===== config.mk =====
export PLATFORM = sky130hd
export DESIGN_NAME = decode_stage_flat
export DESIGN_NICKNAME = d
export VERILOG_FILES = /design/src/rtl/decode_pkg.sv /design/src/rtl/decode_stage_if.sv /design/src/rtl/rv32_decode_comb.sv /design/src/rtl/decode_stage.sv /design/src/flat_wrapper.sv
export SDC_FILE = /design/constraint.sdc
export NUM_CORES = 1
export LEC_CHECK = 0
export BUFFER_PORTS_ARGS = -buffer_cell sky130_fd_sc_hd__buf_2
export CAP_MARGIN = 10
export CELL_PAD_IN_SITES_DETAIL_PLACEMENT = 1
export CELL_PAD_IN_SITES_GLOBAL_PLACEMENT = 1
export CORE_MARGIN = 10
export CORE_UTILIZATION = 46
export CTS_CLUSTER_DIAMETER = 200
export DETAILED_ROUTE_END_ITERATION = 16
export PLACE_DENSITY_LB_ADDON = 0.1
export SYNTH_ARGS = -nofsm -noshare
export SYNTH_HDL_FRONTEND = slang
export SYNTH_SLANG_ARGS = --single-unit

===== constraint.sdc =====
create_clock -name clk -period 2.7 [get_ports clk]
set_input_delay 0.405 -clock clk [delete_from_list [all_inputs] [get_ports clk]]
set_output_delay 0.405 -clock clk [all_outputs]
set_load 0.005 [all_outputs]

===== src/rtl/decode_pkg.sv =====
// Shared types and constants for the RV32I decode stage.
//   XLEN           : instruction / PC / immediate width (32 only)
//   OPC_*          : base opcode encodings
//   instr_class_e  : 3-bit instruction class reported downstream
//   decoded_t      : one decoded instruction as stored in the output buffer
package decode_pkg;

  localparam int unsigned XLEN = 32;

  localparam logic [6:0] OPC_OP     = 7'b0110011;
  localparam logic [6:0] OPC_OP_IMM = 7'b0010011;
  localparam logic [6:0] OPC_LOAD   = 7'b0000011;
  localparam logic [6:0] OPC_STORE  = 7'b0100011;
  localparam logic [6:0] OPC_BRANCH = 7'b1100011;
  localparam logic [6:0] OPC_LUI    = 7'b0110111;
  localparam logic [6:0] OPC_AUIPC  = 7'b0010111;
  localparam logic [6:0] OPC_JAL    = 7'b1101111;
  localparam logic [6:0] OPC_JALR   = 7'b1100111;
  localparam logic [6:0] OPC_SYSTEM = 7'b1110011;

  localparam logic [6:0] F7_BASE = 7'b0000000;
  localparam logic [6:0] F7_ALT  = 7'b0100000;

  typedef enum logic [2:0] {
    CLS_R      = 3'd0,
    CLS_IALU   = 3'd1,
    CLS_LOAD   = 3'd2,
    CLS_STORE  = 3'd3,
    CLS_BRANCH = 3'd4,
    CLS_UPPER  = 3'd5,
    CLS_JUMP   = 3'd6,
    CLS_SYS    = 3'd7
  } instr_class_e;

  typedef struct packed {
    logic [XLEN-1:0] pc;
    logic [6:0]      opcode;
    logic [2:0]      funct3;
    logic [6:0]      funct7;
    logic [4:0]      rd;
    logic [4:0]      rs1;
    logic [4:0]      rs2;
    logic [XLEN-1:0] imm;
    logic [4:0]      shamt;
    instr_class_e    cls;
    logic            illegal;
  } decoded_t;

endpackage


===== src/rtl/decode_stage_if.sv =====
// Fetch-side and execute-side handshake bundle of the decode stage.
//   in_valid/in_ready/in_instr/in_pc : fetch -> decode push channel
//   flush                            : discard buffered and incoming entries
//   out_valid/out_ready/out_*        : decode -> execute head-of-buffer channel
// master = environment (fetch + execute), slave = decode_stage.
interface decode_stage_if;
  import decode_pkg::*;

  logic            in_valid;
  logic            in_ready;
  logic [XLEN-1:0] in_instr;
  logic [XLEN-1:0] in_pc;
  logic            flush;
  logic            out_valid;
  logic            out_ready;
  logic [XLEN-1:0] out_pc;
  logic [6:0]      out_opcode;
  logic [2:0]      out_funct3;
  logic [6:0]      out_funct7;
  logic [4:0]      out_rd;
  logic [4:0]      out_rs1;
  logic [4:0]      out_rs2;
  logic [XLEN-1:0] out_imm;
  logic [4:0]      out_shamt;
  logic [2:0]      out_class;
  logic            out_illegal;

  modport master (
    output in_valid, in_instr, in_pc, flush, out_ready,
    input  in_ready, out_valid, out_pc, out_opcode, out_funct3, out_funct7,
           out_rd, out_rs1, out_rs2, out_imm, out_shamt, out_class, out_illegal
  );

  modport slave (
    input  in_valid, in_instr, in_pc, flush, out_ready,
    output in_ready, out_valid, out_pc, out_opcode, out_funct3, out_funct7,
           out_rd, out_rs1, out_rs2, out_imm, out_shamt, out_class, out_illegal
  );

endinterface


===== src/rtl/rv32_decode_comb.sv =====
// Purely combinational RV32I decoder: raw instruction + PC -> decoded_t.
//   instr  : raw 32-bit instruction
//   pc     : PC of instr, passed through
//   dec_c  : decoded bundle (illegal encodings report class SYS and imm 0)
// CSR_EN = 0 turns the SYSTEM opcode into an illegal encoding.
module rv32_decode_comb
  import decode_pkg::*;
#(
  parameter bit CSR_EN = 1'b1
) (
  input  logic [31:0]     instr,
  input  logic [XLEN-1:0] pc,
  output decoded_t        dec_c
);

  logic [6:0]   opcode;
  logic [2:0]   funct3;
  logic [6:0]   funct7;
  logic [31:0]  imm_i;
  logic [31:0]  imm_s;
  logic [31:0]  imm_b;
  logic [31:0]  imm_u;
  logic [31:0]  imm_j;
  instr_class_e cls;
  logic [31:0]  imm;
  logic         bad;
  logic         f7_ok;

  assign opcode = instr[6:0];
  assign funct3 = instr[14:12];
  assign funct7 = instr[31:25];
  assign f7_ok  = (funct7 == F7_BASE) || (funct7 == F7_ALT);

  // Immediate formats, all sign-extended from instr[31].
  assign imm_i = {{20{instr[31]}}, instr[31:20]};
  assign imm_s = {{20{instr[31]}}, instr[31:25], instr[11:7]};
  assign imm_b = {{19{instr[31]}}, instr[31], instr[7], instr[30:25], instr[11:8], 1'b0};
  assign imm_u = {instr[31:12], 12'b0};
  assign imm_j = {{11{instr[31]}}, instr[31], instr[19:12], instr[20], instr[30:21], 1'b0};

  // Class, immediate select and legality per opcode.
  always_comb begin
    cls = CLS_SYS;
    imm = '0;
    bad = 1'b0;
    case (opcode)
      OPC_OP: begin
        cls = CLS_R;
        if (!f7_ok) bad = 1'b1;
        else if ((funct7 == F7_ALT) && (funct3 != 3'b000) && (funct3 != 3'b101)) bad = 1'b1;
      end
      OPC_OP_IMM: begin
        cls = CLS_IALU;
        imm = imm_i;
        // Only the shift forms carry a funct7 field.
        if ((funct3 == 3'b001) || (funct3 == 3'b101)) begin
          if (!f7_ok) bad = 1'b1;
          else if ((funct7 == F7_ALT) && (funct3 == 3'b001)) bad = 1'b1;
        end
      end
      OPC_LOAD: begin
        cls = CLS_LOAD;
        imm = imm_i;
      end
      OPC_STORE: begin
        cls = CLS_STORE;
        imm = imm_s;
      end
      OPC_BRANCH: begin
        cls = CLS_BRANCH;
        imm = imm_b;
        if ((funct3 == 3'b010) || (funct3 == 3'b011)) bad = 1'b1;
      end
      OPC_LUI, OPC_AUIPC: begin
        cls = CLS_UPPER;
        imm = imm_u;
      end
      OPC_JAL: begin
        cls = CLS_JUMP;
        imm = imm_j;
      end
      OPC_JALR: begin
        cls = CLS_JUMP;
        imm = imm_i;
        if (funct3 != 3'b000) bad = 1'b1;
      end
      OPC_SYSTEM: begin
        cls = CLS_SYS;
        imm = imm_i;
        if (!CSR_EN) bad = 1'b1;
      end
      default: bad = 1'b1;
    endcase
    if (instr[1:0] != 2'b11) bad = 1'b1;
  end

  // Raw fields always pass through; illegal entries force class SYS, imm 0.
  always_comb begin
    dec_c         = '0;
    dec_c.pc      = pc;
    dec_c.opcode  = opcode;
    dec_c.funct3  = funct3;
    dec_c.funct7  = funct7;
    dec_c.rd      = instr[11:7];
    dec_c.rs1     = instr[19:15];
    dec_c.rs2     = instr[24:20];
    dec_c.shamt   = instr[24:20];
    dec_c.imm     = bad ? 32'h0 : imm;
    dec_c.cls     = bad ? CLS_SYS : cls;
    dec_c.illegal = bad;
  end

endmodule


===== src/rtl/decode_stage.sv =====
// Registered RV32I decode stage with a DEPTH-entry circular output buffer.
//   clk, rst_n : clock, asynchronous active-low reset
//   bus        : decode_stage_if.slave (fetch push channel, flush, execute head channel)
// Parameters: XLEN (32 only), DEPTH (power of two, >= 1), CSR_EN.
// in_ready and out_valid are flops updated from the next occupancy, so in_ready
// never depends combinationally on out_ready.
module decode_stage #(
  parameter int unsigned XLEN   = 32,
  parameter int unsigned DEPTH  = 2,
  parameter bit          CSR_EN = 1'b1
) (
  input  logic           clk,
  input  logic           rst_n,
  decode_stage_if.slave  bus
);

  import decode_pkg::*;

  localparam int unsigned PTR_W = (DEPTH > 1) ? $clog2(DEPTH) : 1;
  localparam int unsigned CNT_W = $clog2(DEPTH) + 1;
  localparam logic [CNT_W-1:0] FULL_CNT = CNT_W'(DEPTH);
  localparam logic [PTR_W-1:0] LAST_PTR = PTR_W'(DEPTH - 1);

  decoded_t         dec_c;
  decoded_t         mem [DEPTH];
  decoded_t         head;
  logic [XLEN-1:0]  pc_in;
  logic [PTR_W-1:0] wr_ptr;
  logic [PTR_W-1:0] rd_ptr;
  logic [PTR_W-1:0] wr_ptr_nxt;
  logic [PTR_W-1:0] rd_ptr_nxt;
  logic [CNT_W-1:0] count;
  logic [CNT_W-1:0] count_nxt;
  logic             valid_q;
  logic             ready_q;
  logic             push_c;
  logic             pop_c;

  assign pc_in = bus.in_pc;

  rv32_decode_comb #(
    .CSR_EN (CSR_EN)
  ) u_decode (
    .instr (bus.in_instr),
    .pc    (pc_in),
    .dec_c (dec_c)
  );

  // Flush masks both handshakes for the cycle it is asserted.
  assign push_c = bus.in_valid && ready_q && !bus.flush;
  assign pop_c  = valid_q && bus.out_ready && !bus.flush;

  // Next pointers and occupancy.
  always_comb begin
    wr_ptr_nxt = wr_ptr;
    rd_ptr_nxt = rd_ptr;
    count_nxt  = count;
    if (bus.flush) begin
      wr_ptr_nxt = '0;
      rd_ptr_nxt = '0;
      count_nxt  = '0;
    end else begin
      if (push_c) wr_ptr_nxt = (wr_ptr == LAST_PTR) ? '0 : wr_ptr + PTR_W'(1);
      if (pop_c)  rd_ptr_nxt = (rd_ptr == LAST_PTR) ? '0 : rd_ptr + PTR_W'(1);
      case ({push_c, pop_c})
        2'b10:   count_nxt = count + CNT_W'(1);
        2'b01:   count_nxt = count - CNT_W'(1);
        default: count_nxt = count;
      endcase
    end
  end

  // Pointer, occupancy and handshake flags.
  always_ff @(posedge clk or negedge rst_n) begin
    if (!rst_n) begin
      wr_ptr  <= '0;
      rd_ptr  <= '0;
      count   <= '0;
      valid_q <= 1'b0;
      ready_q <= 1'b1;
    end else begin
      wr_ptr  <= wr_ptr_nxt;
      rd_ptr  <= rd_ptr_nxt;
      count   <= count_nxt;
      valid_q <= (count_nxt != '0);
      ready_q <= (count_nxt < FULL_CNT);
    end
  end

  // Entry storage; cleared on reset so head fields read 0 afterwards.
  always_ff @(posedge clk or negedge rst_n) begin
    if (!rst_n) begin
      for (int i = 0; i < int'(DEPTH); i++) mem[i] <= '0;
    end else if (push_c) begin
      mem[wr_ptr] <= dec_c;
    end
  end

  assign head = mem[rd_ptr];

  assign bus.in_ready    = ready_q;
  assign bus.out_valid   = valid_q;
  assign bus.out_pc      = head.pc;
  assign bus.out_opcode  = head.opcode;
  assign bus.out_funct3  = head.funct3;
  assign bus.out_funct7  = head.funct7;
  assign bus.out_rd      = head.rd;
  assign bus.out_rs1     = head.rs1;
  assign bus.out_rs2     = head.rs2;
  assign bus.out_imm     = head.imm;
  assign bus.out_shamt   = head.shamt;
  assign bus.out_class   = head.cls;
  assign bus.out_illegal = head.illegal;

endmodule

===== src/flat_wrapper.sv =====
// flat-port wrapper written by rule: the top's interface ports become plain ports
module decode_stage_flat import decode_pkg::*;
#(
  parameter int unsigned XLEN   = 32,
  parameter int unsigned DEPTH  = 2,
  parameter bit          CSR_EN = 1'b1
)
  (clk, rst_n, bus_in_valid, bus_in_instr, bus_in_pc, bus_flush, bus_out_ready, bus_in_ready, bus_out_valid, bus_out_pc, bus_out_opcode, bus_out_funct3, bus_out_funct7, bus_out_rd, bus_out_rs1, bus_out_rs2, bus_out_imm, bus_out_shamt, bus_out_class, bus_out_illegal);
  decode_stage_if bus_i ();
  input  logic clk;
  input  logic rst_n;
  input wire logic [$bits(bus_i.in_valid)-1:0] bus_in_valid;
  input wire logic [$bits(bus_i.in_instr)-1:0] bus_in_instr;
  input wire logic [$bits(bus_i.in_pc)-1:0] bus_in_pc;
  input wire logic [$bits(bus_i.flush)-1:0] bus_flush;
  input wire logic [$bits(bus_i.out_ready)-1:0] bus_out_ready;
  output wire logic [$bits(bus_i.in_ready)-1:0] bus_in_ready;
  output wire logic [$bits(bus_i.out_valid)-1:0] bus_out_valid;
  output wire logic [$bits(bus_i.out_pc)-1:0] bus_out_pc;
  output wire logic [$bits(bus_i.out_opcode)-1:0] bus_out_opcode;
  output wire logic [$bits(bus_i.out_funct3)-1:0] bus_out_funct3;
  output wire logic [$bits(bus_i.out_funct7)-1:0] bus_out_funct7;
  output wire logic [$bits(bus_i.out_rd)-1:0] bus_out_rd;
  output wire logic [$bits(bus_i.out_rs1)-1:0] bus_out_rs1;
  output wire logic [$bits(bus_i.out_rs2)-1:0] bus_out_rs2;
  output wire logic [$bits(bus_i.out_imm)-1:0] bus_out_imm;
  output wire logic [$bits(bus_i.out_shamt)-1:0] bus_out_shamt;
  output wire logic [$bits(bus_i.out_class)-1:0] bus_out_class;
  output wire logic [$bits(bus_i.out_illegal)-1:0] bus_out_illegal;
  assign bus_i.in_valid = bus_in_valid;
  assign bus_i.in_instr = bus_in_instr;
  assign bus_i.in_pc = bus_in_pc;
  assign bus_i.flush = bus_flush;
  assign bus_i.out_ready = bus_out_ready;
  assign bus_in_ready = bus_i.in_ready;
  assign bus_out_valid = bus_i.out_valid;
  assign bus_out_pc = bus_i.out_pc;
  assign bus_out_opcode = bus_i.out_opcode;
  assign bus_out_funct3 = bus_i.out_funct3;
  assign bus_out_funct7 = bus_i.out_funct7;
  assign bus_out_rd = bus_i.out_rd;
  assign bus_out_rs1 = bus_i.out_rs1;
  assign bus_out_rs2 = bus_i.out_rs2;
  assign bus_out_imm = bus_i.out_imm;
  assign bus_out_shamt = bus_i.out_shamt;
  assign bus_out_class = bus_i.out_class;
  assign bus_out_illegal = bus_i.out_illegal;
  decode_stage #(.XLEN(XLEN), .DEPTH(DEPTH), .CSR_EN(CSR_EN)) u_core (.clk(clk), .rst_n(rst_n), .bus(bus_i));
endmodule

Yosys cells after proc, flatten, opt, wreduce, memory -nomap -nowiden
Cells that the tools add are included.
- output and inout bits: 107
- bits in registers: 216
- word-level logic and storage cells: 104
- input bits: 69
- equality and inequality tests: 19
- add/sub/neg operators: 4
- bitwise logic cells: 2
- muxes and demuxes: 27
- reductions and logical operators: 21
- order comparisons: 4
- operators by type and width (operator ; number):
    105-bit two-way mux ; 4
    210-bit bitwise mux ; 1
    32-bit case mux with 5 select lines ; 1
    105-bit demux with 1-bit select ; 1
    32-bit two-way mux ; 1
    7-bit by 6-bit == test with 1-bit output, second input constant ; 4
    7-bit == test, second input constant ; 4
    3-bit case mux with 7 select lines ; 1
    7-bit by 5-bit == test with 1-bit output, second input constant ; 2
    1-bit two-way mux ; 14
    1-bit logical AND ; 8
    7-bit by 2-bit == test with 1-bit output, second input constant ; 1
    7-bit zero test ; 1
    3-bit by 2-bit == test with 1-bit output, second input constant ; 2
    2-bit nonzero test ; 3
    6-bit OR reduction ; 1
    1-bit case mux with 5 select lines ; 1
    2-bit greater-or-equal comparator, second input constant ; 2
    1-bit NOT with 2-bit output ; 2
    2-bit case mux with 2 select lines ; 1
    2-bit OR reduction ; 2
    4-bit OR reduction ; 1
    3-bit by 1-bit == test with 1-bit output, second input constant ; 1
    3-bit == test, second input constant ; 1
    14 further kinds ; 17

Longest topological paths before layout
Gate-level depths: netlist of the first run.
- depth in word-level cells: 9
- depth in mapped cells: 9
- gate-level depth less buffers: 9

Modules after synthesis
A second synthesis of the first run with hierarchy kept.
- cells, all modules: 808
- area, all modules: 10705.3 um2
- modules (own cells, without submodules) (module ; cells each ; times used ; area an instance (um2) ; seq. area each (um2)):
    decode_stage ; 589 ; 1 ; 9366.5 ; 5406.4
    rv32_decode_comb ; 219 ; 1 ; 1338.8 ; 0.0

Worst setup path after synthesis of the first run
No wires, ideal clock.
- path type: input -> register
- from: in bus_in_instr[3]
- to: reg u_core.mem[135] (netlist bit)
- path buffers: 3
- stages on the path: 8
- required time: 2575 ps
- library setup time: 125 ps
- data arrival time: 1809 ps
- setup slack: 766 ps
- cell sequence: buf_2 > nor4_2 > a41oi_1 > o21ai_1 > or3_1 > buf_2 > buf_4 > o21ai_1
- word-level cells in the longest chain between the ends: 6
- elaborated cells on any way between the ends: 18
- classes of those cells: eq/ne (10); mux (5); reduce/logical (3)
- RTL lines (element ; RTL line ; text):
    start, declared ; flat_wrapper.sv:13 ; input wire logic [$bits(bus_i.in_instr)-1:0] bus_in_instr;
    7-bit == test (tied with other cells) ; rv32_decode_comb.sv:46 ; case (opcode)
    6-bit OR reduction (no source line) ; - ;
    1-bit case mux with 5 select lines ; rv32_decode_comb.sv:46 ;
    1-bit two-way mux ; rv32_decode_comb.sv:94 ; if (instr[1:0] != 2'b11) bad = 1'b1;
    32-bit two-way mux (*) ; rv32_decode_comb.sv:108 ; dec_c.imm = bad ? 32'h0 : imm;
    210-bit bitwise mux (*) ; decode_stage.sv:95 ; mem[wr_ptr] <= dec_c;
    end signal, assigned by index ; decode_stage.sv:95 ;
    end, declared ; decode_stage.sv:25 ; decoded_t mem [DEPTH];
Mark *: on every way between the ends. The rest lies on a longest branch, timed or not.
A chain may end at the register's enable or synchronous reset.

Final worst setup path of the first run
- from: reg u_core.rd_ptr
- to: out bus_out_imm[13]
- word-level cells in the longest chain between the ends: 4
- RTL lines (element ; RTL line ; text):
    start, declared ; decode_stage.sv:29 ; logic [PTR_W-1:0] rd_ptr;
    start signal, assigned ; decode_stage.sv:83 ; rd_ptr <= rd_ptr_nxt;
    1-bit NOT with 2-bit output (not written as such) ; decode_stage.sv:99 ; assign head = mem[rd_ptr];
    105-bit two-way mux (not written as such) (3 in series) ; decode_stage.sv:99 ;
    end, declared ; flat_wrapper.sv:26 ; output wire logic [$bits(bus_i.out_imm)-1:0] bus_out_imm;
No other way between the ends. The select of a mux whose other input is x is not followed.

==> key figures, run 1 <==
Placement
  • Placer Congestion: 0.8892
  • Detail Placement HPWL: 19.69 mm
  • PortBufs: 175

Cells and area
  • # nets final: 1223
  • Layout Utilization: 56.43%
  • Layout cells sized above 1: 30.02%
  • Synthesis-to-finish area growth: 20.96%

Yosys
  • Top cell type's share of synthesized area: 54.51%
  • Post-Syn Area per Cell: 9.429 µm²
  • Post-synth ARST share: 100.0%
  • Most used flip-flop cell after synthesis: dfrtp_1
  • Syn nets: 1068
  • FF+latch count, synth: roughly 210
  • Synth top area cells: dfrtp_1 (55%), nand2_1 (17%), mux2_2 (12%), o21ai_1 (2.7%), clkbuf_1 (1.8%)
  • Number of synthesis warnings: 0
  • Mapped Area: between 9000 and 10000 µm²
  • Post-Syn Instances: approximately 1000
  • Post-synthesis sequential area ratio: 54.79%
  • Post-synth EDFFs: 0
  • Synth cell types: 48
  • Area leader, netlist: dfrtp_1

Detailed routing
  • DRT antenna net count: 0
  • Vias: 7666
  • Pre-antenna DRT Iters: 5
  • DR DRC count: 0
  • Via density: between 5 and 6
  • DR iter-0 viols: 457
  • Final wirelength: 28.83 mm
  • Routed length per instance: 20.06 µm

Clock tree
  • Clk slew on worst S/H paths: 60 ps
  • Inserted Clock Buffers: 23
  • Clock root buffer: clkbuf_16
  • CTS tree: built
  • Post-CTS resize count: 0
  • Clk sinks: 206
  • CTS H-Tree Depth: 1
  • Clock latency on the worst-skew pair: 510 ps
  • CTS max path bufs: 3

STA
  • Setup_tns: 0 ps
  • Final period utilization: about 89%
  • Count of pins over their slew limit: 0
  • Fmax: 414.8 MHz
  • Shortest period the worst path allows: roughly 2400 ps
  • Clock Skew: 12.98 ps
  • Worst Max-Slew Pin Slew: 854.1 ps
  • Final setup violation count: 0
  • Final Hold Viols: 0
  • Slew HR: 42.85%
  • RSZ-0062 raised after global routing: false

Worst setup path
  • CP endpoint kind: primary output
  • Critical Path RT: 2300 ps
  • Startpoint Class: register
  • Worst path max stage delay: about 630 ps
  • Crit Path Category: reg2out
  • Critical path buffers and inverters: 2
  • R2r setup slk: 600 ps
  • CP max FO: 43
  • Slowest CP cell: dfrtp_4
  • CP Data Arrival Time: 2010 ps
  • Crit-path leading delay family: flip-flops
  • Cell Chain, Critical Path: buf_12, mux2_2, buf_2

Floorplanning
  • Starting Density: approximately 47%
  • # IOs: around 180
  • Die area: 26580 µm²
  • Placeable Area: 20170 µm²
  • Die Wd: 163.0 µm
  • Die H: 163.0 µm
  • # rows: 52

Worst hold path
  • Type of the tightest min-delay check: in2reg

Global routing
  • Initial antenna violation count: 1
  • Vias in the first global route: between 8000 and 9000
  • Largest net degree at the start of global routing: 85
  • First-pass GRT wire length: 46.35 mm
  • Congestion Overflow GR: 0
  • GRT Total Usage: ~21%

Pwr
  • Logic gate share of total power: 20.5%
  • Sequential Power Share: 44.5%
  • Power Total: roughly 9100 µW
  • Switching portion of total power: between 20% and 30%
  • Sw power: 2587 µW
  • Static Leak: 0.005798 µW
  • Peak VDD IR: 0.4893 mV
  • Pwr/cell area: 800.9 nW/µm²
  • Clk pwr share: 35.0%
  • Internal power: 6529 µW

Run status
  • Outcome: finished clean

Job
  • Maxcap violations: 0
## sequential cells by signal, indices dropped and copies added (netlist names)
| name | count |
|---|---|
| u_core.bus.out_valid | 1 |
| u_core.rd_ptr | 1 |
| u_core.bus.in_ready | 1 |
| u_core.count | 2 |
| u_core.wr_ptr | 1 |
| u_core.mem | 200 |
## worst paths after layout
check | end | startpoint | cells past startpoint
max | bus_out_imm[13] | u_core.rd_ptr | 3
min | u_core.mem[90] | bus_in_pc[17] | 3
max reg2reg | u_core.mem[3] | u_core.bus.in_ready | 5
min reg2reg | u_core.mem[90] | u_core.mem[90] | 2
max in group asynchronous | u_core.mem[177] | rst_n | 3
min in group asynchronous | u_core.mem[197] | rst_n | 2
## layer usage
metal / global-route usage (%) / routed length [µm] / vias to the layer above
li1: - / - / 3592
met1: 27.03 / 12080 / 3841
met2: 37.19 / 14460 / 190
met3: 4.606 / 1818 / 43
met4: 4.590 / 473 / 0
met5: 0 / 0 / -
## worst min-delay path, delay by kind of cell
| kind | cells | cell delay (ps) |
|---|---|---|
| buf+inv | 1 | 80 |
| simple gates | 2 | 80 |
## power by group through the flow
stage,clock (µW),sequential [µW],combinational [µW]
floorplan,0,3980,1150
global placement,0,4080,1840
detailed placement,0,4100,1900
CTS,3240,4060,1920
global route,3390,4140,2130
finish,3190,4060,1870
## final cells by class
cell class              count  area (µm²)
well taps                 270       337.8
repair buffers            200        1162
clock buffers              33       653.1
flip-flops and latches    206        5160
clock inverters             5       102.6
inverters                   7       26.28
fillers                  2369        8787
diodes                      1       2.502
multi-input cells         715        3938
## layout by cell type (no fill, tap or decap), drive strengths merged, types with 3 or more instances in the layout
cell type    n
inv          7
a31oi        3
a21oi       25
nor2        22
xor2         5
and2         3
nand2      422
o22a         4
nor3         5
or3          3
a22oi        3
mux2       101
clkbuf      34
o31ai        3
o21ai       68
a22o        17
nor4         5
buf        198
bufinv       3
nand3        3
dfrtp      205
## kinds of logic (layout without fill, tap and decap cells)
group	Yosys count	in the layout	share of synthesized area (%)
AOI/OAI and AO/OA	132	132	8.563
adders and majority gates	1	1	0.1329
xor gates and xnor gates	7	7	0.6515
DFF	206	206	54.79
muxes	101	101	12.09
and+or+nand+nor	474	474	20.10
other	0	1	0
buffers and inverters	77	245	3.670
## stage by stage
stage	cell area, µm²	std cells	hold slack (ps)	setup WS, ps
detailed placement	10610	1397	458.3	474.0
global placement	10610	1397	451.7	521.6
finish	11380	1437	105.4	289.4
global route	11380	1436	103.2	217.8
CTS	11380	1436	95.54	259.5
floorplan	9410	998	109.4	765.9
## synthesized netlist by cell type (2+ instances only)
cell type / count
nor3_1: 5
buf_6: 2
buf_2: 6
mux2_2: 101
or3_1: 3
a21oi_1: 25
buf_1: 9
o21ai_2: 2
buf_4: 9
nand2_1: 422
clkbuf_1: 44
and2_1: 2
xor2_1: 5
nor2_1: 21
o2111a_1: 2
and3_1: 2
o22a_1: 4
o21ai_0: 15
a22oi_1: 3
xnor2_1: 2
nand3_1: 3
inv_1: 6
and4b_1: 2
o21ai_1: 51
a22o_1: 17
a31oi_1: 3
dfrtp_1: 205
a311oi_1: 2
nor4_2: 4
o31ai_1: 3
## repair_timing
| action | CTS | global route |
|---|---|---|
| buffers inserted | 0 | 0 |
| hold buffers | 1 | 0 |
| hold endpoints to repair | 56 | 0 |
Power figures use the tool's default switching activity.
==> inputs of run 2 (changes only) <==
--- a/config.mk
+++ b/config.mk
@@ -5,14 +5,14 @@
 export SDC_FILE = /design/constraint.sdc
 export NUM_CORES = 1
 export LEC_CHECK = 0
-export BUFFER_PORTS_ARGS = -buffer_cell sky130_fd_sc_hd__buf_2
-export CAP_MARGIN = 10
+export CAP_MARGIN = 20
 export CELL_PAD_IN_SITES_DETAIL_PLACEMENT = 1
 export CELL_PAD_IN_SITES_GLOBAL_PLACEMENT = 1
 export CORE_MARGIN = 10
-export CORE_UTILIZATION = 46
+export CORE_UTILIZATION = 52
 export CTS_CLUSTER_DIAMETER = 200
 export DETAILED_ROUTE_END_ITERATION = 16
+export DONT_BUFFER_PORTS = 1
 export PLACE_DENSITY_LB_ADDON = 0.1
 export SYNTH_ARGS = -nofsm -noshare
 export SYNTH_HDL_FRONTEND = slang
==> run 2 against run 1 <==
Effect of this change:
- the run now ends with negative hold slack left
- clock power fell by 7.2%
- die area fell by 10%
- fmax rose by 2.4%
- flip-flop and latch count did not move
- sequential share of layout area rose by 4.9 points
- largest cell class unchanged
==> key figures, run 2 (synthesis gave the netlist of run 1 again) <==
Cells and area
  • Most flops, register: u_core.mem
  • Top flop regs: u_core.mem (200), u_core.count (2)
  • Most common cell after layout, fill and taps aside: nand2_1
  • Filler cell count: 1995
  • Most frequent cells in the layout: nand2_1 (421), dfrtp_1 (204), mux2_2 (101)
  • Non-filler instance count after layout: 1212
  • Final Cell Area: 10270 µm²
  • Max reg flops: 200
  • # nets final: 1038
  • Inserted Diodes: 0
  • Synthesis-to-finish area growth: 9.148%
  • Layout cells sized above 1: 16.58%

Detailed routing
  • DR DRC count: 0
  • Via density: between 5 and 6
  • Final wirelength: roughly 28 mm
  • Vias: approximately 7000
  • DR iter-0 viols: 376
  • Routed length per instance: 22.98 µm
  • Pre-antenna DRT Iters: 4
  • DRT antenna net count: 0

Global routing
  • Vias in the first global route: between 7000 and 8000
  • First-pass GRT wire length: 44.12 mm
  • Initial antenna violation count: 0
  • GRT Total Usage: about 23%
  • Largest net degree at the start of global routing: around 210
  • Congestion Overflow GR: 0

Pwr
  • Internal power: about 6100 µW
  • Sequential Power Share: 48.1%
  • Switching portion of total power: between 20% and 30%
  • Clk pwr share: 34.9%
  • Peak VDD IR: 0.5801 mV
  • Sw power: around 2400 µW
  • Static Leak: 0.004935 µW
  • Pwr/cell area: ~820 nW/µm²
  • Logic gate share of total power: 16.9%

Worst setup path
  • Worst path max stage delay: approximately 640 ps
  • CP Data Arrival Time: 1950 ps
  • Slowest CP cell: dfrtp_4
  • Critical Path RT: roughly 2300 ps
  • CP endpoint kind: primary output
  • Cell Chain, Critical Path: buf_12, mux2_2
  • Crit Path Category: reg2out
  • Startpoint Class: register
  • CP max FO: 50

STA
  • Final period utilization: 87.22%
  • Slew HR: 45.84%
  • Setup_tns: 0 ps
  • Shortest period the worst path allows: 2355 ps
  • Worst Max-Slew Pin Slew: slightly above 800 ps
  • Final setup violation count: 0
  • Hold Slack: -390.9 ps
  • Count of pins over their slew limit: 0
  • Clock Skew: 7.196 ps
  • Fmax: 424.6 MHz
  • Final Hold Viols: 206
  • RSZ-0062 raised after global routing: false

Placement
  • Dpl cell area: 9553 µm²
  • Placer Congestion: 0.8208
  • Detail Placement HPWL: around 19 mm
  • Cells after DPL: 1171
  • PortBufs: 0

Floorplanning
  • # IOs: between 150 and 200
  • # rows: a little under 50
  • Die H: 154.5 µm
  • Placeable Area: 17900 µm²
  • Starting Density: 52.56%
  • Die Wd: 154.5 µm
  • Die area: 23880 µm²

Run status
  • Outcome: complete, but fails checks
  • Failing checks: negative hold slack

Worst hold path
  • Type of the tightest min-delay check: in2async

Clock tree
  • CTS Hold Bufs: 1
  • Clock latency on the worst-skew pair: 500 ps
  • Inserted Clock Buffers: 23
  • Clk slew on worst S/H paths: 50 ps
  • CTS max path bufs: 3
  • CTS H-Tree Depth: 1
  • Clock root buffer: clkbuf_16
  • Clk sinks: 206
  • Post-CTS resize count: 0
  • Post-CTS Setup Inserts: 0
  • CTS tree: built

Job
  • Maxcap violations: 0
[run 2: cell count changes in the layout (fill, tap and decap cells not counted)]
cell and delta:
buf_2 -174, clkbuf_8 -1, diode_2 -1, bufinv_16 -2
clkinvlp_4 -1, buf_4 -6, clkinv_2 +1, buf_12 -4
clkbuf_1 +4
[run 2: path summary, 6_finish.rpt]
| path | startpoint | end | slack, ps | cells past startpoint |
|---|---|---|---|---|
| min reg2reg | u_core.mem[157] | u_core.mem[157] | 470 | 2 |
| max in group asynchronous | rst_n | u_core.mem[26] | 2780 | 0 |
| max reg2reg | u_core.bus.in_ready | u_core.mem[91] | 650 | 6 |
| max | u_core.rd_ptr | bus_out_funct7[4] | 340 | 2 |
| min in group clk | bus_in_instr[18] | u_core.mem[49] | 10 | 2 |
| min | rst_n | u_core.mem[87] | -390 | 0 |
[run 2: area by class of cell]
cell class	count	area [µm²]	area share, %
inverter	7	26.28	0.2558
clock inverter	3	40.04	0.3898
tap	229	286.5	2.790
sequential	206	5160	50.24
multi-input combinational	715	3938	38.34
timing repair buffer	15	152.6	1.486
clock buffer	37	668.1	6.505
[run 2: stage by stage]
stage                     util, %  hold WS (ps)  setup slack, ps  total power, µW
after global routing        57.37        -407.3            281.0             8929
after CTS                   57.37        -402.1            321.7             8559
final                       57.37        -390.9            345.0             8460
after global placement      53.25         116.8            678.4             5413
after floorplan                 -         109.4            765.9             5132
after detailed placement    53.36         116.3            639.9             5570
[run 2: metal layers]
layer	routed length (µm)	GRT usage, %
met4	340	4.139
met1	11290	28.27
met3	2038	6.129
met2	14180	39.65
met5	0	0
[run 2: worst max-delay path: cells and delay by family, from the launching register on]
family	cells	cell delay, ps
DFF	1	640
buffers and inverters	1	310
muxes	1	420
[run 2: power by group through the flow]
stage | logic (µW) | registers [µW] | clock network (µW)
after floorplan | 1150 | 3980 | 0
after global placement | 1360 | 4050 | 0
after detailed placement | 1450 | 4120 | 0
after CTS | 1480 | 4070 | 3010
after global routing | 1630 | 4140 | 3160
final | 1430 | 4070 | 2960
